File: src/rtl/operand_forward.sv
// operand_forward: execute-stage operand register of the 4-stage pipeline.
// Selects each source operand (regfile / in-flight ALU result / write-back
// data) from the registered hazard codes and launches the pair into execute
// behind a valid/ready handshake. Owns flush and the one-cycle load-use
// interlock.
// Build option: define OPFWD_LOADUSE_EN to enable the load-use interlock
// (LU_WAIT state, lu_stall). Undefined: loads are assumed to complete in EX,
// code 01 always selects alu_result and lu_stall is tied low.
module operand_forward #(
  parameter int unsigned XLEN = 32
) (
  input  logic            clk,
  input  logic            rstn,
  input  logic            id_valid,
  output logic            id_ready,
  input  logic [1:0]      rs1_hazard,
  input  logic [1:0]      rs2_hazard,
  input  logic [XLEN-1:0] rf_rdata1,
  input  logic [XLEN-1:0] rf_rdata2,
  input  logic [XLEN-1:0] alu_result,
  input  logic [XLEN-1:0] memtoreg_data_DH,
  input  logic            fwd_src_is_load,
  input  logic            flush,
  input  logic            ex_ready,
  output logic            ex_valid,
  output logic [XLEN-1:0] ex_op1,
  output logic [XLEN-1:0] ex_op2,
  output logic            lu_stall
);

  logic            lu_hit;
  logic            accept;
  logic [1:0]      rs1_code;
  logic [1:0]      rs2_code;
  logic [XLEN-1:0] op1_sel;
  logic [XLEN-1:0] op2_sel;

  // Source mux: 01 ALU result, 10 write-back data, 00/11 register file.
  function automatic logic [XLEN-1:0] pick_operand(
    input logic [1:0]      code,
    input logic [XLEN-1:0] rf,
    input logic [XLEN-1:0] alu,
    input logic [XLEN-1:0] wb
  );
    logic [XLEN-1:0] res;
    case (code)
      2'b01:   res = alu;
      2'b10:   res = wb;
      default: res = rf;
    endcase
    return res;
  endfunction

`ifdef OPFWD_LOADUSE_EN
  typedef enum logic {
    RUN     = 1'b0,
    LU_WAIT = 1'b1
  } state_t;

  state_t state;
  state_t state_next;

  // A load in EX whose result is needed by an operand of the decode
  // instruction; only detected in RUN so the held instruction never re-stalls.
  assign lu_hit = (state == RUN) && id_valid && fwd_src_is_load &&
                  ((rs1_hazard == 2'b01) || (rs2_hazard == 2'b01));

  // Interlock state register; lu_stall mirrors LU_WAIT as a registered flag.
  always_ff @(posedge clk or negedge rstn) begin
    if (!rstn) begin
      state    <= RUN;
      lu_stall <= 1'b0;
    end else begin
      state    <= state_next;
      lu_stall <= (state_next == LU_WAIT);
    end
  end

  // Next state: flush wins; enter LU_WAIT only when the bubble can actually
  // drain into execute, leave once the held instruction is accepted.
  always_comb begin
    state_next = state;
    if (flush) begin
      state_next = RUN;
    end else begin
      case (state)
        RUN:     if (lu_hit && (!ex_valid || ex_ready)) state_next = LU_WAIT;
        LU_WAIT: if (accept) state_next = RUN;
        default: state_next = RUN;
      endcase
    end
  end

  // While waiting, the load result has moved to the write-back path, so any
  // ALU-forward code of the held instruction is redirected there.
  always_comb begin
    rs1_code = rs1_hazard;
    rs2_code = rs2_hazard;
    if (state == LU_WAIT) begin
      if (rs1_hazard == 2'b01) rs1_code = 2'b10;
      if (rs2_hazard == 2'b01) rs2_code = 2'b10;
    end
  end
`else
  logic unused_fwd_src_is_load;

  assign unused_fwd_src_is_load = fwd_src_is_load;
  assign lu_hit                 = 1'b0;
  assign lu_stall               = 1'b0;
  assign rs1_code               = rs1_hazard;
  assign rs2_code               = rs2_hazard;
`endif

  assign op1_sel  = pick_operand(rs1_code, rf_rdata1, alu_result, memtoreg_data_DH);
  assign op2_sel  = pick_operand(rs2_code, rf_rdata2, alu_result, memtoreg_data_DH);

  assign id_ready = !flush && (!ex_valid || ex_ready) && !lu_hit;
  assign accept   = id_valid && id_ready;

  // Output register: flush kills, accept loads, drain without refill clears.
  always_ff @(posedge clk or negedge rstn) begin
    if (!rstn) begin
      ex_valid <= 1'b0;
      ex_op1   <= '0;
      ex_op2   <= '0;
    end else if (flush) begin
      ex_valid <= 1'b0;
    end else if (accept) begin
      ex_valid <= 1'b1;
      ex_op1   <= op1_sel;
      ex_op2   <= op2_sel;
    end else if (ex_ready) begin
      ex_valid <= 1'b0;
    end
  end

endmodule

File: config.mk
export PLATFORM = sky130hd
export DESIGN_NAME = operand_forward
export DESIGN_NICKNAME = d
export VERILOG_FILES = /design/src/rtl/operand_forward.sv
export SDC_FILE = /design/constraint.sdc
export NUM_CORES = 1
export LEC_CHECK = 0
export ABC_AREA = 1
export CAP_MARGIN = 20
export CORE_ASPECT_RATIO = 0.5
export CORE_MARGIN = 8
export CORE_UTILIZATION = 24
export DETAILED_ROUTE_END_ITERATION = 16
export MAX_ROUTING_LAYER = met4
export PLACE_DENSITY_LB_ADDON = 0.12
export SYNTH_ARGS = -nofsm -noshare
export SYNTH_HDL_FRONTEND = slang
export SYNTH_SLANG_ARGS = --single-unit
File: constraint.sdc
create_clock -name clk -period 2.1 [get_ports clk]
set_input_delay 0.21 -clock clk [delete_from_list [all_inputs] [get_ports clk]]
set_output_delay 0.21 -clock clk [all_outputs]
set_load 0.05 [all_outputs]
==> results.py <==
metrics = {
    "setup_path": {
        "worstPathMaxFanout": 2,
        "worst_ep_arrival_time_ns": 1.53,
        "crit_path_cell_trace": "clkdlybuf4s50_1",
        "rrSetupSlack_ns": 0.73,
        "cp.required_ns": 1.89,
        "crit_path_end_kind": "output port",
        "critPathSlowestCell": "clkdlybuf4s50_1",
        "critPathKind": "flip-flop to output port",
        "crit_family": "buffers and inverters",
        "path_buf_inv": 1,
        "crit_path_start_kind": "flip-flop",
        "max_stage_delay_ns": 0.83,
    },
    "sta": {
        "finalSetupViolCount": 0,
        "fin_crit_sh_pct": 83.0,
        "hold_viol": 0,
        "max_freq_mhz": 574,
        "fin_tns_setup_ns": 0,
        "worstMarginPinSlew_ns": 0.917,
        "fin_worst_skew_ns": 0.00631,
        "slew_headroom_pct": 38.9,
        "rsz0062_at_grt": "no",
        "post-route-min-period_ns": 1.74,
        "slew_violations": 0,
    },
    "clocking": {
        "post_cts_resized": 0,
        "htree_levels": 3,
        "insertion_delay_ns": 0.34,
        "cts_setup_buffers": 0,
        "cts_buffers": 9,
        "cts_buffer_depth": 2,
        "cts_sinks": 65,
        "cts_hold_buf": 0,
        "tritoncts": "yes",
        "clk_pin_slew_ns": 0.06,
        "root_buffer": "clkbuf_16",
    },
    "yosys": {
        "syn_nets": 843,
        "synthAdderAreaFrac_pct": 1.18,
        "synth-simple-area-share_pct": 51.2,
        "synth_mux_area_share_pct": 0,
        "syn_inst": 701,
        "yosys_warnings": 0,
        "synth_xor_area_share_pct": 0,
        "seq_area_frac_synth_pct": 38.2,
        "netlist_area_um2": 4260,
        "synth_cell_types": 14,
        "yosys.cell_count.top_type": "nand2_1",
        "synth.avg_cell_area_um2": 6.07,
        "synth_top_cells_by_area": "nand2_1 51%, dfrtp_1 38%, buf_6 3.4%",
        "synth_top_family_by_area": "simple AND/OR/NAND/NOR gates",
        "ys_ff_latch": 65,
        "synth_compound_area_share_pct": 0.118,
        "async_reset_ff_share_pct": 100,
        "synth_enable_flop_cells": 0,
        "ys.flop_type": "dfrtp_1",
        "yosysTopAreaCell": "nand2_1",
        "netlist.area_leader.share_pct": 50.9,
        "synth_commonest_cells": "577 x nand2_1, 65 x dfrtp_1, 19 x buf_2",
    },
    "placed_design": {
        "dp_cells": 1114,
        "dp_hpwl_um": 12800,
        "routabilityCongestion": 0.856,
        "portBuffers": 202,
    },
    "pwr": {
        "powerDensity_nw_per_um2": 772,
        "ir_drop_mv": 0.411,
        "power.leakage_nw": 3.55,
    },
    "finish": {
        "drive_above_1_share_pct": 3.91,
        "seqCellArea_um2": 1630,
        "num-fill-cells": 1900,
        "area_delta_synth_final_pct": 55.9,
        "nNetsFinal": 1033,
        "instances_no_fill": 1128,
        "n_antenna_cell": 0,
        "multi_input_area_um2": 2240,
    },
    "floorplanning": {
        "core_area_um2": 17400,
        "die_y_um": 110,
        "dieArea_um2": 22500,
        "fp.dieW_um": 204,
        "initial_core_util_pct": 24.5,
        "rows": 34,
        "ios": 205,
    },
    "route": {
        "first_iter_violations": 180,
        "drt_pass1_iterations": 4,
        "post_drt_wl_per_cell_um": 15.0,
        "ant_nets": 0,
        "vias": 4768,
        "via_per_inst": 4.23,
        "wl_um": 16900,
        "route.detailed.drc": 0,
    },
    "global_routing": {
        "grt_max_degree": 66,
        "grt.total_usage_pct": 15.7,
        "antenna_found_initial": 0,
        "grt_pass1_wl_um": 26700,
        "grt_overflow": 0,
        "grt_pass1_vias": 4873,
    },
    "run_status": {
        "status": "complete, no violations",
    },
    "run": {
        "maxCapViolCount": 0,
    },
    "worst_hold_path": {
        "hold_class": "input pin to async pin",
    },
}
## worst reg2reg max path: stages (launching register included)
cell and delay, ns:
dfrtp_1 0.35, nand2_2 0.08, nand3_2 0.11, buf_4 0.53
nand2_1 0.15, nand2_1 0.09
## layout by cell type, fill, tap and decap left out
cell             instances
a21oi_1                  1
buf_12                   2
buf_4                   17
clkbuf_1                 3
clkbuf_16                9
clkbuf_8                 2
clkdlybuf4s50_1        200
conb_1                   1
dfrtp_1                 65
ha_1                     4
inv_1                    8
inv_2                    2
inv_4                    1
nand2_1                577
nand2_2                  1
nand3_2                  1
## state kept, by name (all words and copies together) (netlist names)
name      count
ex_valid      1
ex_op1       32
ex_op2       32
## stage by stage
step / instance area, µm² / utilization [%] / power [mW] / setup WS [ns] / hold slack (ns)
finish: 6640 / 38.2 / 5.13 / 0.357 / 0.00704
global route: 6640 / 38.2 / 5.44 / 0.290 / 0.0783
CTS: 6640 / 38.2 / 5.22 / 0.327 / 0.0459
detailed placement: 6370 / 36.7 / 3.78 / 0.278 / 0.407
global placement: 6370 / 36.7 / 3.77 / 0.297 / 0.407
floorplan: 4260 / - / 2.88 / 0.765 / -0.0856
## routing by layer
layer	vias up	wire length [µm]	global-route usage (%)
li1	2443	-	-
met4	0	212	3.88
met5	-	0	-
met1	2187	7550	18.9
met2	121	8050	25.3
met3	17	1090	5.28
## path summary, 6_finish.rpt
check,cells after the start,from,end
worst max-delay path,1,ex_op2[16]$_DFFE_PN0P_,ex_op2[16]
worst min-delay path,1,rstn,ex_op1[22]$_DFFE_PN0P_
worst max register to register,5,ex_valid$_DFFE_PN0P_,ex_op1[25]$_DFFE_PN0P_
worst min register to register,2,ex_op2[7]$_DFFE_PN0P_,ex_op2[7]$_DFFE_PN0P_
max in group asynchronous,1,rstn,ex_op2[9]$_DFFE_PN0P_
min in group clk,2,flush,ex_valid$_DFFE_PN0P_
## cell type report
| cell class | instances | share of cell area, % |
|---|---|---|
| inverter | 11 | 0.660 |
| timing repair buffer | 219 | 32.7 |
| sequential | 65 | 24.5 |
| clock buffer | 14 | 3.98 |
| tap | 234 | 4.41 |
| multi-input combinational | 585 | 33.8 |
## cell families (layout without fill, tap and decap cells)
kind of cell,Yosys count,count (layout)
AOI/OAI and AO/OA,1,1
adders and majority gates,4,4
buffers and inverters,51,244
DFF,65,65
other,1,1
and+or+nand+nor,579,579
## power breakdown
part           internal [mW]  switching [mW]
combinational          0.793            1.36
sequential              1.46           0.118
clock                  0.852           0.543
total                   3.11            2.02
Power figures use the tool's default switching activity.
